**src/rtl/p_output_stage.sv**
```systemverilog
// P output stage: result/carry registers, valid flag, accumulation
// run counter and sticky overflow, with PREG/CARRYOUTREG bypass.
module p_output_stage #(
  parameter bit PREG        = 1'b1,
  parameter bit CARRYOUTREG = 1'b1
) (
  input  logic        clk,
  input  logic        rst_n,
  input  logic        rstp,
  input  logic        cep,
  input  logic        cecarry,
  input  logic        in_valid,
  input  logic [47:0] post_out,
  input  logic        post_cout,
  input  logic        acc_mode,
  input  logic        ovf_clr,
  output logic [47:0] p,
  output logic [47:0] pcout,
  output logic [47:0] p_fb,
  output logic        carryout,
  output logic        carryoutf,
  output logic        out_valid,
  output logic [15:0] acc_cnt,
  output logic        ovf_sticky
);

  localparam logic [15:0] CNT_MAX = 16'hFFFF;

  logic [47:0] p_reg;
  logic        carry_reg;
  logic        vld_reg;
  logic [15:0] cnt_reg;
  logic        ovf_reg;

  logic        capture;
  logic        ovf_set;
  logic [15:0] cnt_next;

  assign capture = in_valid & cep & ~rstp;
  assign ovf_set = capture & post_cout;

  always_comb begin
    cnt_next = cnt_reg;
    if (!acc_mode)
      cnt_next = 16'd1;
    else if (cnt_reg != CNT_MAX)
      cnt_next = cnt_reg + 16'd1;
  end

  always_ff @(posedge clk or negedge rst_n) begin
    if (!rst_n) begin
      p_reg   <= '0;
      vld_reg <= 1'b0;
      cnt_reg <= '0;
    end else if (rstp) begin
      p_reg   <= '0;
      vld_reg <= 1'b0;
      cnt_reg <= '0;
    end else begin
      vld_reg <= capture;
      if (capture) begin
        p_reg   <= post_out;
        cnt_reg <= cnt_next;
      end
    end
  end

  always_ff @(posedge clk or negedge rst_n) begin
    if (!rst_n)
      carry_reg <= 1'b0;
    else if (rstp)
      carry_reg <= 1'b0;
    else if (cecarry)
      carry_reg <= post_cout;
  end

  // Sticky flag ignores rstp; a set in the same cycle beats a clear.
  always_ff @(posedge clk or negedge rst_n) begin
    if (!rst_n)
      ovf_reg <= 1'b0;
    else if (ovf_set)
      ovf_reg <= 1'b1;
    else if (ovf_clr)
      ovf_reg <= 1'b0;
  end

  assign p          = PREG ? p_reg : post_out;
  assign out_valid  = PREG ? vld_reg : (in_valid & cep);
  assign pcout      = p;
  assign p_fb       = p_reg;
  assign carryout   = CARRYOUTREG ? carry_reg : post_cout;
  assign carryoutf  = carryout;
  assign acc_cnt    = cnt_reg;
  assign ovf_sticky = ovf_reg;

endmodule
```
**config.mk**
```make
export PLATFORM = sky130hd
export DESIGN_NAME = p_output_stage
export DESIGN_NICKNAME = d
export VERILOG_FILES = /design/src/rtl/p_output_stage.sv
export SDC_FILE = /design/constraint.sdc
export NUM_CORES = 1
export LEC_CHECK = 0
export ABC_AREA = 0
export CORE_MARGIN = 5
export CORE_UTILIZATION = 38
export DETAILED_ROUTE_END_ITERATION = 7
export PLACE_DENSITY = 0.88
export SLEW_MARGIN = 20
export SYNTH_ARGS = -nofsm -noshare
export SYNTH_HDL_FRONTEND = slang
export SYNTH_SLANG_ARGS = --single-unit
```
**constraint.sdc**
```tcl
create_clock -name clk -period 2.1 [get_ports clk]
set_input_delay 0.21 -clock clk [delete_from_list [all_inputs] [get_ports clk]]
set_output_delay 0.21 -clock clk [all_outputs]
set_load 0.01 [all_outputs]
```
==> results_dict.tcl, run 1 <==
set metrics [dict create \
    timing.slew.headroom_pct 55.5 \
    crit_fanout 9 \
    wl_mm 10.9 \
    avgSynthCellArea_um2 10.8 \
    p_per_area_mw_per_mm2 574 \
    fin_util_pct 59.3 \
    firstDrtPassIters 4 \
    drt_iter0_drc 113 \
    setup_viol 0 \
    globalplace.congestion 0.855 \
    clockBufferDepth 2 \
    cts_buffers 9 \
    end_kind "register" \
    largest_reg_flops 48 \
    start_util_pct 39.1 \
    grt_overflow_total 0 \
    fillers 794 \
    syn_nets 394 \
    yosys_warnings 0 \
    wl_per_cell_um 18.2 \
    grt.total_usage_pct 18.1 \
    num_vias 2987 \
    drc 0 \
    fin_nets 523 \
    dp_hpwl_mm 8.55 \
    rsz0062_at_grt "no" \
    antenna_cells 0 \
    grt_pass1_vias 3068 \
    die_area_mm2 0.0116 \
    reg2reg_from "acc_cnt[0]" \
    htreeDepth 3 \
    hp-class "in2async" \
    ir_drop_mv 0.368 \
    clockRootBuffer "clkbuf_8" \
    port_buffers 220 \
    r2r_end "acc_cnt[2]" \
    rows 35 \
    post-route-period-util_pct 92.9 \
    clock_skew_ns 0.00465 \
    async_reset_ff_share_pct 100 \
    synth_edf_count 0 \
    critPathKind "reg2reg" \
    yosysUniqueCellTypes 39 \
    ant_nets 0 \
    cap_violations 0 \
    grt_pass1_wl_mm 16.8 \
    synthCells 336 \
    clkTransAtPathRegs_ns 0.07 \
    cts_tree "done" \
    synth_area_leaders "dfrtp_1, buf_4, a22o_1" \
    status "completed" \
    arrival_ns 2.17 \
    clock-sinks 67 \
    cp.required_ns 2.32 \
    synth-seq-cells 67 \
    die_h_um 108 \
    clk_latency_ns 0.33 \
    reg2reg_depth 5 \
    die_w_um 108 \
    cp-start-kind "register" \
    max_freq_ghz 0.513 \
    cts_resized 0 \
    fin_tns_setup_ns 0 \
    io_pins 221 \
    worst_pin_slew_ns 0.666 \
    ff2ff_setup_slack_ns 0.15 \
    synth_ff_type "dfrtp_1" \
    grt_max_degree 33 \
    vias_per_cell 4.99 \
    yosysSeqAreaShare_pct 46.2 \
    drive_gt1_share_pct 7.23 \
    core_mm2 0.00928 \
    drv_slew 0 \
    synth_top_cell_area_share_pct 46.2 \
    antenna_found_initial 0 \
    area.growth.synth_to_final_pct 51.9 \
    post-route-min-period_ns 1.95 \
    hold_viol 0 \
    syn_area_mm2 0.00363 \
    p_leak_nw 2.29 \
    synth_top_area_cell "dfrtp_1" \
]
-- cells in the final DEF, fill, tap and decap left out, types with 5 or more instances in the layout --
cell and n:
clkdlybuf4s50_1 219, inv_1 14, nand2_1 5, a21oi_1 7, nor2_1 9, a211oi_1 6
nand4_1 5, a22o_1 49, buf_4 8, o2bb2ai_1 9, clkbuf_8 9, dfrtp_1 67
-- report_power, final --
part | internal [mW] | leakage [nW] | switching (mW)
Combinational | 0.377 | 1.27 | 0.244
Clock | 0.666 | 0.103 | 0.483
Sequential | 1.34 | 0.915 | 0.0552
Total | 2.38 | 2.29 | 0.782
-- worst max-delay path, stage by stage (launching register included) --
cell	delay, ns
dfrtp_1	0.47
ha_1	0.31
nand4_4	0.18
nor4_4	0.40
a211oi_2	0.24
a22o_1	0.24
-- cells by family (layout without fill, tap and decap cells) --
family                   Yosys count  count (layout)  synth area share (%)
flip-flops                        67              67                  46.2
AO/OA/AOI/OAI                     92              92                  20.8
buffers and inverters            126             260                  23.3
multiplexers                       2               2                 0.552
AND/OR/NAND/NOR                   48              48                  8.83
adder cells (fa/ha/maj)            1               1                 0.345
-- stage by stage --
stage	hold WS, ns	instances	worst slack [ns]	cell area (um2)	power, mW
4_1_cts	0.306	599	0.159	5510	3.21
6_report	0.316	599	0.150	5510	3.16
3_3_place_gp	0.140	582	0.244	5290	2.03
2_1_floorplan	-0.0856	336	0.376	3630	1.71
5_1_grt	0.345	599	0.0526	5510	3.30
3_5_place_dp	0.146	582	0.171	5290	2.04
-- layout make-up --
| cell class | count | area, um2 | share of cell area, % |
|---|---|---|---|
| repair buffers | 230 | 2290 | 41.5 |
| well taps | 129 | 161 | 2.93 |
| flip-flops and latches | 67 | 1680 | 30.4 |
| clock inverters | 5 | 77.6 | 1.41 |
| multi-input cells | 143 | 1120 | 20.4 |
| clock buffers | 11 | 131 | 2.39 |
| inverters | 14 | 52.6 | 0.954 |
-- worst max path at each step --
stage | start | endpoint | slack [ns] | cells after the start
4_1_cts | acc_cnt[0] | acc_cnt[2] | 0.16 | 5
6_report | acc_cnt[0] | acc_cnt[2] | 0.15 | 5
2_1_floorplan | acc_cnt[0] | acc_cnt[2] | 0.38 | 5
3_3_place_gp | acc_mode | acc_cnt[1] | 0.24 | 5
5_1_grt | acc_cnt[0] | acc_cnt[2] | 0.05 | 5
3_5_place_dp | acc_cnt[0] | acc_cnt[2] | 0.17 | 5
-- routing by layer --
layer / wire, um / vias up / global-route usage [%] / share of wire (%)
met2: 6020 / 156 / 34.9 / 55
li1: - / 1373 / - / -
met4: 65 / 0 / 3.25 / 0.60
met5: 0 / - / 0 / 0
met1: 3910 / 1450 / 19.6 / 36
met3: 872 / 8 / 5.10 / 8.0
-- synth_stat cells (3+ instances only) --
library cell,count
nand3_1,4
nor4_1,3
nand4_1,5
a21oi_1,7
a22o_1,49
and3_1,4
nor3_1,4
dfrtp_1,67
nor2_1,10
a31oi_1,4
inv_1,14
and4_1,3
buf_4,97
a211oi_1,6
nand2_1,5
buf_2,5
clkbuf_1,10
o2bb2ai_1,9
a41oi_1,3
-- repair_timing --
item	4_1_cts	5_1_grt
setup buffers	0	0
hold endpoints to repair	14	0
hold buffers	1	0
setup endpoints to repair	0	0
No activity file was read; power rests on OpenSTA's default activity.
==> inputs of run 2 (changes only) <==
--- a/config.mk
+++ b/config.mk
@@ -10,7 +10,8 @@
 export CORE_UTILIZATION = 38
 export DETAILED_ROUTE_END_ITERATION = 7
 export PLACE_DENSITY = 0.88
-export SLEW_MARGIN = 20
+export SETUP_SLACK_MARGIN = 0.3
+export SLEW_MARGIN = 10
 export SYNTH_ARGS = -nofsm -noshare
 export SYNTH_HDL_FRONTEND = slang
 export SYNTH_SLANG_ARGS = --single-unit
==> constraint.sdc (replaced) <==
create_clock -name clk -period 2 [get_ports clk]
set_input_delay 0.2 -clock clk [delete_from_list [all_inputs] [get_ports clk]]
set_output_delay 0.2 -clock clk [all_outputs]
set_load 0.01 [all_outputs]
==> run 2 against run 1 <==
- sequential share of layout area fell by 0.45 points
- utilization is 1.1 points higher
- via count up 5.1%
- design area is 1.9% higher
- final cell count increased by 0.33%
- worst setup slack gained 0.20 ns
- count of clock-buffer cells in the layout is 1 lower
==> results_dict.tcl, run 2 (synthesized netlist as in run 1, its figures left out) <==
set metrics [dict create \
    wl_mm 11.3 \
    post-route-min-period_ns 1.65 \
    drt_iter0_drc 133 \
    grt_use_met2_pct 33.7 \
    num_vias 3139 \
    port_buffers 220 \
    worst_slack_ns 0.349 \
    drv_slew 0 \
    grt.total_usage_pct 18.3 \
    worst_pin_slew_ns 0.446 \
    status "completed" \
    die_area_mm2 0.0116 \
    post-place-ws_ns 0.139 \
    grt_max_degree 68 \
    dpl_cell_area_mm2 0.00532 \
    rows 35 \
    grt_busiest_layer "met2" \
    end_kind "output pin" \
    ir_drop_mv 0.444 \
    setup_viol 0 \
    grt_pass1_wl_mm 16.9 \
    numPlacedInstances 582 \
    critPathKind "reg2out" \
    cts_tree "done" \
    worstSetupEndpoint "acc_cnt[3]" \
    cp-start-kind "register" \
    use_met3_pct 4.08 \
    reg2reg_depth 5 \
    cap_violations 0 \
    power_frac_seq_pct 42.8 \
    r2r_end "acc_cnt[2]" \
    fin_tns_setup_ns 0 \
    power_frac_clock_pct 37.8 \
    clk_latency_ns 0.33 \
    fin_area_mm2 0.00561 \
    crit_chain "clkdlybuf4s50_1" \
    grt_pass1_vias 3107 \
    rsz0062_at_grt "no" \
    max_freq_ghz 0.606 \
    ant_nets 0 \
    grtUsageMet1_pct 20.4 \
    post-route-period-util_pct 82.6 \
    htreeDepth 3 \
    drive_gt1_share_pct 9.96 \
    cp.required_ns 1.80 \
    p_sw_uw 875 \
    p_per_area_mw_per_mm2 610 \
    final_common_cell "clkdlybuf4s50_1" \
    final_cells 601 \
    drc 0 \
    switching_share_pct 25.6 \
    die_w_um 108 \
    firstDrtPassIters 4 \
    cts_buffers 9 \
    crit_start "acc_cnt[3]" \
    arrival_ns 1.45 \
    crit_family "buffers and inverters" \
    combPwrFrac_pct 19.5 \
    clockRootBuffer "clkbuf_8" \
    clock_skew_ns 0.00501 \
    crit_fanout 8 \
    antenna_cells 0 \
    slowest_delay_ns 0.60 \
    globalplace.congestion 0.830 \
    grt_overflow_total 0 \
    worst-path-stages 1 \
    largest_reg_flops 48 \
    wl_per_cell_um 18.8 \
    fin_nets 525 \
    clockBufferDepth 2 \
    antenna_found_initial 0 \
    timing.slew.headroom_pct 70.2 \
    internal-power_mw 2.55 \
    hold_viol 0 \
    die_h_um 108 \
    clkTransAtPathRegs_ns 0.08 \
    reg2reg_from "acc_cnt[0]" \
    vias_per_cell 5.22 \
    fin_util_pct 60.4 \
    p_leak_nw 2.31 \
    clock-sinks 67 \
    io_pins 221 \
    layout_common_cells "clkdlybuf4s50_1, dfrtp_1, a22o_1, inv_1, clkbuf_8" \
    ff2ff_setup_slack_ns 0.40 \
    dp_hpwl_mm 8.38 \
    hp-class "in2async" \
    fillers 758 \
    area.growth.synth_to_final_pct 54.8 \
    start_util_pct 39.1 \
    critPathBufInv 1 \
    core_mm2 0.00928 \
    cpMaxStageDelayCell "clkdlybuf4s50_1" \
]
-- run 2: changes by cell type in the layout (fill, tap and decap cells not counted), sizes merged --
cell	before	now
clkinv	2	3
buf	10	12
inv	14	15
clkinvlp	1	0
clkbuf	11	10
-- run 2: how the worst min path moves through the flow --
| stage | slack, ns | cells after the start | end | start |
|---|---|---|---|---|
| 2_1_floorplan | -0.1 | 0 | acc_cnt[0] | rst_n |
| 3_3_place_gp | 0.24 | 2 | p[19] | rst_n |
| 3_5_place_dp | 0.25 | 2 | p[14] | rst_n |
| 4_1_cts | 0.43 | 3 | p[18] | rst_n |
| 5_1_grt | 0.45 | 3 | p[20] | rst_n |
| 6_report | 0.42 | 3 | p[20] | rst_n |
-- run 2: power by group through the flow --
| stage | combinational, mW | sequential [mW] | clock [mW] |
|---|---|---|---|
| finish | 0.666 | 1.46 | 1.29 |
| global route | 0.704 | 1.47 | 1.38 |
| CTS | 0.673 | 1.46 | 1.32 |
| detailed placement | 0.665 | 1.49 | 0 |
| global placement | 0.652 | 1.48 | 0 |
| floorplan | 0.291 | 1.50 | 0 |
-- run 2: final cells by class --
class	instances	area (um2)	share of cell area, %
clock inverters	6	87.6	1.56
flip-flops and latches	67	1680	30.0
inverters	14	52.6	0.936
multi-input cells	143	1160	20.7
repair buffers	232	2330	41.5
clock buffers	10	138	2.45
well taps	129	161	2.88
-- run 2: metal layers --
metal  up-vias  wire length [um]
met1      1548              4100
met2       184              6000
met4         0               308
li1       1382                 -
met3        25               896
met5         -                 0
-- run 2: worst min-delay path, cell delays in order --
cell,delay (ns)
dlygate4sd3_1,0.53
buf_2,0.12
buf_12,0.30
-- run 2: per-stage QoR --
step,total power [mW],hold WS (ns)
2_1_floorplan,1.79,-0.0956
3_3_place_gp,2.14,0.244
3_5_place_dp,2.15,0.252
4_1_cts,3.45,0.430
5_1_grt,3.56,0.453
6_report,3.42,0.419
-- run 2: what timing repair did --
| item | CTS | global route |
|---|---|---|
| buffers inserted | 2 | 0 |
| endpoints found under the hold margin | 67 | 0 |
| pin swaps | 1 | 1 |
| hold buffers | 1 | 0 |
| gates resized for setup | 3 | 8 |
| setup endpoints to repair | 13 | 19 |
